==> src/rtl/mem_stage_pkg.sv <==
// Shared definitions for the memory-access stage: bus widths and the memory
// opcodes produced by execute.
package mem_stage_pkg;

  localparam int ALU_OP_W = 8;
  localparam int REG_W    = 32;

  typedef logic [ALU_OP_W-1:0] alu_op_bus_t;
  typedef logic [REG_W-1:0]    reg_bus_t;

  localparam reg_bus_t ZERO_WORD = '0;

  localparam alu_op_bus_t ME_NOP_OP = 8'h00;
  localparam alu_op_bus_t ME_LB_OP  = 8'h20;
  localparam alu_op_bus_t ME_LH_OP  = 8'h21;
  localparam alu_op_bus_t ME_LW_OP  = 8'h23;
  localparam alu_op_bus_t ME_LBU_OP = 8'h24;
  localparam alu_op_bus_t ME_LHU_OP = 8'h25;
  localparam alu_op_bus_t ME_SB_OP  = 8'h28;
  localparam alu_op_bus_t ME_SH_OP  = 8'h29;
  localparam alu_op_bus_t ME_SW_OP  = 8'h2b;

endpackage

==> src/rtl/mem_stage.sv <==
// Memory-access stage: moves loads/stores one byte per cycle over a byte-wide
// RAM port, stalling the pipeline until the access retires.
module mem_stage
  import mem_stage_pkg::*;
#(
  parameter int RAM_ADDR_W = 17
) (
  input  logic                  clk,
  input  logic                  rst,
  input  logic [4:0]            wd_i,
  input  logic                  wreg_i,
  input  logic [31:0]           wdata_i,
  input  alu_op_bus_t           aluop_i,
  input  logic [31:0]           mem_addr_i,
  output logic [4:0]            wd_o,
  output logic                  wreg_o,
  output logic [31:0]           wdata_o,
  output logic                  stall_req_o,
  output logic [RAM_ADDR_W-1:0] ram_addr_o,
  output logic                  ram_wr_o,
  output logic [7:0]            ram_dout_o,
  input  logic [7:0]            ram_din_i,
  output logic [1:0]            state_dbg
);

  // Handshake: while stall_req_o is high the op on the inputs has not retired
  // and upstream must hold every input stable; the op retires in the first
  // cycle stall_req_o is low (IDLE for a NOP, DONE for a memory op).
  typedef enum logic [1:0] {
    IDLE = 2'd0,
    RD   = 2'd1,
    WR   = 2'd2,
    DONE = 2'd3
  } state_t;

  state_t      state, state_n;
  logic [1:0]  cnt, cnt_n;
  logic [23:0] partial, partial_n;
  reg_bus_t    load_q, load_n;

  logic        is_load, is_store, is_byte, is_half, sign_ext;
  logic [1:0]  n_last;
  logic [31:0] raw_word, ext_word;
  logic [1:0]  addr_off;
  logic        addr_en;
  logic [RAM_ADDR_W-1:0] addr_sum;
  logic        unused_addr_hi;

  assign is_load  = (aluop_i == ME_LB_OP) || (aluop_i == ME_LH_OP) || (aluop_i == ME_LW_OP) ||
                    (aluop_i == ME_LBU_OP) || (aluop_i == ME_LHU_OP);
  assign is_store = (aluop_i == ME_SB_OP) || (aluop_i == ME_SH_OP) || (aluop_i == ME_SW_OP);
  assign is_byte  = (aluop_i == ME_LB_OP) || (aluop_i == ME_LBU_OP) || (aluop_i == ME_SB_OP);
  assign is_half  = (aluop_i == ME_LH_OP) || (aluop_i == ME_LHU_OP) || (aluop_i == ME_SH_OP);
  assign sign_ext = (aluop_i == ME_LB_OP) || (aluop_i == ME_LH_OP);
  assign n_last   = is_byte ? 2'd0 : (is_half ? 2'd1 : 2'd3);

  // Address arithmetic is done at RAM width so it wraps at the top of RAM.
  assign addr_sum       = mem_addr_i[RAM_ADDR_W-1:0] + RAM_ADDR_W'(addr_off);
  assign unused_addr_hi = ^mem_addr_i[31:RAM_ADDR_W];
  assign state_dbg      = state;

  // Bytes captured so far plus the byte arriving this cycle in lane cnt.
  always_comb begin
    raw_word = {8'h00, partial};
    raw_word[{cnt, 3'b000} +: 8] = ram_din_i;
  end

  always_comb begin
    ext_word = raw_word;
    if (is_byte)      ext_word = {{24{sign_ext & raw_word[7]}}, raw_word[7:0]};
    else if (is_half) ext_word = {{16{sign_ext & raw_word[15]}}, raw_word[15:0]};
  end

  always_comb begin
    state_n     = state;
    cnt_n       = cnt;
    partial_n   = partial;
    load_n      = load_q;
    wd_o        = 5'd0;
    wreg_o      = 1'b0;
    wdata_o     = ZERO_WORD;
    stall_req_o = 1'b0;
    ram_wr_o    = 1'b0;
    ram_dout_o  = 8'h00;
    addr_off    = 2'd0;
    addr_en     = 1'b0;
    case (state)
      IDLE: begin
        if (is_load || is_store) begin
          // Byte 0 is issued straight from IDLE so there is no dead cycle.
          stall_req_o = 1'b1;
          addr_en     = 1'b1;
          if (is_store) begin
            ram_wr_o   = 1'b1;
            ram_dout_o = wdata_i[7:0];
            cnt_n      = 2'd1;
            state_n    = (n_last == 2'd0) ? DONE : WR;
          end else begin
            cnt_n   = 2'd0;
            state_n = RD;
          end
        end else begin
          wd_o    = wd_i;
          wreg_o  = wreg_i;
          wdata_o = wdata_i;
        end
      end
      RD: begin
        // cnt is the lane being captured; the next address is issued alongside.
        stall_req_o = 1'b1;
        if (cnt != n_last) begin
          addr_en   = 1'b1;
          addr_off  = cnt + 2'd1;
          partial_n = raw_word[23:0];
          cnt_n     = cnt + 2'd1;
        end else begin
          load_n  = ext_word;
          state_n = DONE;
        end
      end
      WR: begin
        stall_req_o = 1'b1;
        addr_en     = 1'b1;
        addr_off    = cnt;
        ram_wr_o    = 1'b1;
        ram_dout_o  = wdata_i[{cnt, 3'b000} +: 8];
        if (cnt == n_last) state_n = DONE;
        else               cnt_n   = cnt + 2'd1;
      end
      DONE: begin
        if (is_load) begin
          wd_o    = wd_i;
          wreg_o  = wreg_i & (wd_i != 5'd0);
          wdata_o = load_q;
        end
        cnt_n   = 2'd0;
        state_n = IDLE;
      end
      default: state_n = IDLE;
    endcase
    if (rst) begin
      wd_o        = 5'd0;
      wreg_o      = 1'b0;
      wdata_o     = ZERO_WORD;
      stall_req_o = 1'b0;
      ram_wr_o    = 1'b0;
      ram_dout_o  = 8'h00;
      addr_en     = 1'b0;
    end
  end

  assign ram_addr_o = addr_en ? addr_sum : '0;

  always_ff @(posedge clk) begin
    if (rst) begin
      state   <= IDLE;
      cnt     <= 2'd0;
      partial <= 24'd0;
      load_q  <= ZERO_WORD;
    end else begin
      state   <= state_n;
      cnt     <= cnt_n;
      partial <= partial_n;
      load_q  <= load_n;
    end
  end

endmodule

==> config.mk <==
export PLATFORM = sky130hd
export DESIGN_NAME = mem_stage
export DESIGN_NICKNAME = d
export VERILOG_FILES = /design/src/rtl/mem_stage_pkg.sv /design/src/rtl/mem_stage.sv
export SDC_FILE = /design/constraint.sdc
export NUM_CORES = 1
export LEC_CHECK = 0
export ABC_AREA = 1
export BUFFER_PORTS_ARGS = -buffer_cell sky130_fd_sc_hd__buf_4
export CAP_MARGIN = 10
export CORE_ASPECT_RATIO = 1.2
export CORE_MARGIN = 3
export CORE_UTILIZATION = 50
export DETAILED_ROUTE_END_ITERATION = 16
export PLACE_DENSITY = 0.77
export SYNTH_ARGS = -nofsm -noshare
export SYNTH_HDL_FRONTEND = slang
export SYNTH_SLANG_ARGS = --single-unit
==> constraint.sdc <==
create_clock -name clk -period 3.2 [get_ports clk]
set_clock_uncertainty 0.15 [all_clocks]
set_input_delay 0 -clock clk [delete_from_list [all_inputs] [get_ports clk]]
set_output_delay 0 -clock clk [all_outputs]
set_load 0.01 [all_outputs]
# Yosys cells after proc, flatten, opt, wreduce, memory -nomap -nowiden
# Cells that the tools add are included.
dict set report totals {
  reg_bits 60
  input_bits 88
  out_inout_bits 67
  word_cells 96
}
dict set report classes {
  addsub 3
  eq_ne 18
  shifts 3
  muxes 45
  n_bitwise 4
  n_reduce_logical 19
}
# cell count
set op_table {}
lappend op_table {{32-bit 2-to-1 mux} 5}
lappend op_table {{8-bit by 6-bit equality test with 1-bit output, second input constant} 8}
lappend op_table {{32-bit case mux with 2 select lines} 1}
lappend op_table {{32-bit bitwise mux} 1}
lappend op_table {{8-bit by 7-bit variable shift with 32-bit output, first input constant} 1}
lappend op_table {{32-bit by 6-bit indexed part select with 8-bit output} 1}
lappend op_table {{8-bit by 7-bit indexed part select with 32-bit output} 1}
lappend op_table {{8-bit 2-to-1 mux} 3}
lappend op_table {{2-bit 2-to-1 mux} 10}
lappend op_table {{17-bit by 2-bit adder with 17-bit output} 1}
lappend op_table {{17-bit 2-to-1 mux} 1}
lappend op_table {{2-bit case mux with 4 select lines} 2}
lappend op_table {{8-bit case mux with 2 select lines} 1}
lappend op_table {{5-bit 2-to-1 mux} 3}
lappend op_table {{1-bit 2-to-1 mux} 12}
lappend op_table {{1-bit logical OR} 11}
lappend op_table {{2-bit inequality test, second input constant} 5}
lappend op_table {{5-bit case mux with 2 select lines} 1}
lappend op_table {{5-bit negator with 7-bit output} 1}
lappend op_table {{1-bit case mux with 2 select lines} 3}
lappend op_table {{3-bit AND reduction} 2}
lappend op_table {{5-bit nonzero test} 1}
lappend op_table {{2-bit equality test, second input constant} 2}
lappend op_table {{2-bit zero test} 2}
lappend op_table {{10 further kinds} 13}

# Depth between registers and ports, before layout
dict set report depth {
  ltp_word 10
  ltp_mapped 23
  depth_no_buf 22
}

# Worst setup path before layout
# OpenSTA, ideal clock, no wires.
dict set report synth_path {
  path_type {register to output}
  from {register cnt[0]}
  to {output ram_addr_o[10]}
  arrival_time_ns 2.638
  required_time_ns 3.050
  setup_slack_ns 0.412
  stages_incl_launch_ff 18
  path_buffers 2
  path_cell_list {dfxtp_1 -> buf_2 -> inv_2 -> clkbuf_1 -> ha_1 -> nand2_1 -> o32ai_1 -> fa_1 -> nand2_1 -> nor2_1 -> nand3_1 -> nor2_1 -> inv_1 -> nor2_1 -> nand2_1 -> nand2_1 -> nand2_1 -> nor2_1}
}
dict set report synth_via {
  elab_chain_len 5
  word_cells_on_any_way 9
  cone_classes {2 x add/sub; 1 x eq/ne; 6 x mux}
}
# element line_no
set synth_lines {}
lappend synth_lines {{start, declared} mem_stage.sv:37} ;# logic [1:0] cnt, cnt_n;
lappend synth_lines {{start signal, assigned} mem_stage.sv:162} ;# cnt <= cnt_n;
lappend synth_lines {{2-bit by 1-bit adder with 2-bit output / 2-bit inequality test (equally long branches)} {mem_stage.sv:113, mem_stage.sv:111}}
lappend synth_lines {{2-bit 2-to-1 mux / 1-bit 2-to-1 mux (equally long branches)} mem_stage.sv:111} ;# if (cnt != n_last) begin
lappend synth_lines {{2-bit case mux with 2 select lines / 1-bit case mux with 3 select lines (equally long branches)} mem_stage.sv:87} ;# case (state)
lappend synth_lines {{17-bit by 2-bit adder with 17-bit output / 1-bit 2-to-1 mux (equally long branches)} {mem_stage.sv:58, mem_stage.sv:141}}
lappend synth_lines {{17-bit 2-to-1 mux *} mem_stage.sv:152} ;# assign ram_addr_o = addr_en ? addr_sum : '0;
lappend synth_lines {{end, declared} mem_stage.sv:19} ;# output logic [RAM_ADDR_W-1:0] ram_addr_o,
# Every way passes the cells marked *; elsewhere a longest branch is shown, timed or not.

# Worst setup path after layout
dict set report layout_path {
  from {register state[1] (netlist: state_dbg[1])}
  to {output ram_addr_o[10]}
}
dict set report layout_via {
  elab_chain_len 4
  word_cells_on_any_way 8
  cone_classes {1 x add/sub; 2 x eq/ne; 4 x mux; 1 x reduce/logical}
}
# element line_no
set layout_lines {}
lappend layout_lines {{start, declared} mem_stage.sv:36} ;# state_t state, state_n;
lappend layout_lines {{start signal, assigned} mem_stage.sv:161} ;# state <= state_n;
lappend layout_lines {{2-bit equality test, or another cell as far along} mem_stage.sv:87}
lappend layout_lines {{2-bit case mux with 2 select lines / 1-bit case mux with 3 select lines (equally long branches)} mem_stage.sv:87}
lappend layout_lines {{17-bit by 2-bit adder with 17-bit output / 1-bit 2-to-1 mux (equally long branches)} {mem_stage.sv:58, mem_stage.sv:141}}
lappend layout_lines {{17-bit 2-to-1 mux *} mem_stage.sv:152}
# Marked as above.

==> impl_metrics.tcl <==
set metrics [dict create \
    cap_violations 0 \
    ys_ff_latch 60 \
    cts_tree "built" \
    ys_warn_count 0 \
    hold-worst-slack_ps 22.5 \
    layout_commonest_cell "nand2_1" \
    crit_type "reg2out" \
    setup_viol 0 \
    power_w 0.00438 \
    final_cell_mix "150 x nand2_1, 148 x buf_4, 137 x nor2_1" \
    first_pass_iters 5 \
    place_hpwl_um 11800 \
    cp_cell_sequence "inv_1 -> ha_4 -> o21ai_0 -> a21oi_2 -> ha_2 -> fa_2 -> nand2_1 -> nor2_4 -> nand3_2 -> nor2_2 -> inv_1 -> nor2_1 -> nand2_1 -> nand2_1 -> nand2_1 -> nor2_1 -> buf_4" \
    vias 5762 \
    crit_family "simple AND/OR/NAND/NOR gates" \
    cts_sinks 60 \
    leakage_nw 2.94 \
    cellPowerDensity_nw_per_um2 712 \
    cts-buffers-inserted 9 \
    gp_congestion 0.944 \
    placed_area_um2 5740 \
    finalCritPeriodShare_pct 94.1 \
    wirelength_um 15800 \
    drive_gt1_share_pct 22.5 \
    end_kind "output port" \
    clock_latency_ps 350 \
    grt_usage_pct 28.8 \
    hold_viol 0 \
    design_area_um2 6160 \
    worstHoldPathType "in2reg" \
    start_util_pct 51.9 \
    fmax_mhz 332 \
    maxSlewHeadroom_pct 44.2 \
    drtIter0Drc 388 \
    postSynthAreaPerCell_um2 6.00 \
    synth-main-ff-cell "dfxtp_1" \
    synth-edff-count 0 \
    area_delta_synth_final_pct 29.8 \
    grt_pass1_vias 5331 \
    diodes 0 \
    slowest_stage "dfxtp_2" \
    route.detailed.drc 0 \
    syn-cell-area_um2 4740 \
    die_y_um 113 \
    tns_ps 0 \
    critPathMaxStageDelay_ps 380 \
    die_x_um 94.9 \
    synth-async-reset-ratio_pct 0 \
    ys_types 35 \
    vias_per_cell 5.57 \
    worst_path_most_repeated_cell "nand2_1" \
    clk_pin_slew_ps 70 \
    required_ps 3050 \
    h-tree-depth 3 \
    grt_start_max_net_pins 44 \
    cp-start-kind "flip-flop" \
    arrival_ps 2860 \
    grt_pass1_wl_um 24700 \
    cts_root_buf "clkbuf_8" \
    clock_tree.buffer_depth 2 \
    wl_per_cell_um 15.3 \
    syn-instance-count 790 \
    crit_fanout 5 \
    peakVddDrop_mv 0.388 \
    worst_slew_pin_slew_ps 836 \
    synth_nets 890 \
    ios 155 \
    fin_nets 1009 \
    yosysSeqAreaShare_pct 25.3 \
    path_buf_inv 3 \
    overflow 0 \
    slew_viol_final 0 \
    rows 38 \
    grt_antenna_before_repair 0 \
    min_period_ps 3010 \
    utilization_pct 67.4 \
    io_buffers 139 \
    die_area_um2 10700 \
    antenna_left 0 \
    core_um2 9130 \
    status "completed" \
]
cells in the mapped netlist (3+ instances only):
cell	number	area, µm²
clkbuf_1	24	90.1
nand3_2	4	40.0
nor2_1	139	522
buf_4	6	45.0
o21bai_1	16	120
buf_1	4	15.0
nand4_1	36	225
nand3_1	44	220
nand2_1	150	563
nor3_1	7	35.0
buf_2	14	70.1
a21oi_1	63	315
buf_6	3	33.8
xor2_1	7	61.3
xnor2_1	4	35.0
nand2_2	5	31.3
o22ai_1	31	194
nand2_4	5	56.3
inv_1	87	327
dfxtp_1	60	1200
o21ai_0	52	260
inv_2	6	22.5
ha_1	11	138
path summary, 6_finish.rpt:
path                                           startpoint                      end  slack, ps  depth (start not counted)
worst max-delay path            state_dbg[1]$_SDFFE_PP0P_           ram_addr_o[10]        190                         17
worst min-delay path                         ram_din_i[6]  partial[6]$_SDFFE_PP0P_         20                          5
worst max register to register        cnt[1]$_SDFFE_PP0P_  load_q[17]$_SDFFE_PP0P_        640                         10
worst min register to register    load_q[11]$_SDFFE_PP0P_  load_q[11]$_SDFFE_PP0P_        320                          2
registers in the layout (all words and copies together), names as in the netlist:
signal	cells
cnt	2
load_q	32
partial	24
state_dbg	2
power by group:
group | leakage, nW | switching (W) | internal (W)
Sequential | 0.488 | 0.0000855 | 0.000883
Clock | 0.102 | 0.000322 | 0.000403
Combinational | 2.35 | 0.00165 | 0.00104
logic make-up after synthesis:
group / count (synthesis) / share of synthesized area (%)
AND/OR/NAND/NOR: 396 / 36.9
XOR/XNOR: 11 / 2.03
AO/OA/AOI/OAI: 167 / 19.7
buffers and inverters: 144 / 12.7
flip-flops: 60 / 25.3
adder cells (fa/ha/maj): 12 / 3.33
worst min-delay path, stage by stage:
cell	delay, ps
buf_4	120
inv_1	50
o22ai_1	90
o21ai_0	160
nor2_1	50
per-stage QoR:
stage	worst slack (ps)	cells
floorplan	412	790
global placement	294	1006
detailed placement	169	1006
CTS	40.5	1032
global route	-4.26	1034
finish	189	1034
cell type report:
class                           count  area (µm²)
Tap cell                          120         150
Inverter                           93         352
Timing Repair Buffer              159        1220
Sequential cell                    60        1200
Fill cell                         853        2970
Multi-Input combinational cell    586        3020
Clock buffer                       11         151
Clock inverter                      5        58.8
what timing repair did:
action                     in CTS  in global routing
setup endpoints to repair       4                  5
hold buffers                   10                  0
pin swaps                       0                  3
buffers inserted                0                  2
hold endpoints to repair       16                  0
gates resized for setup         5                 16
routing by layer:
metal	vias to the layer above	wire length, µm	global-route usage, %
met5	-	0	0
met4	0	682	15.5
met3	53	1160	4.22
met2	306	7620	49.2
met1	2577	6340	34.2
li1	2826	-	-
(Power assumes the default switching activity.)
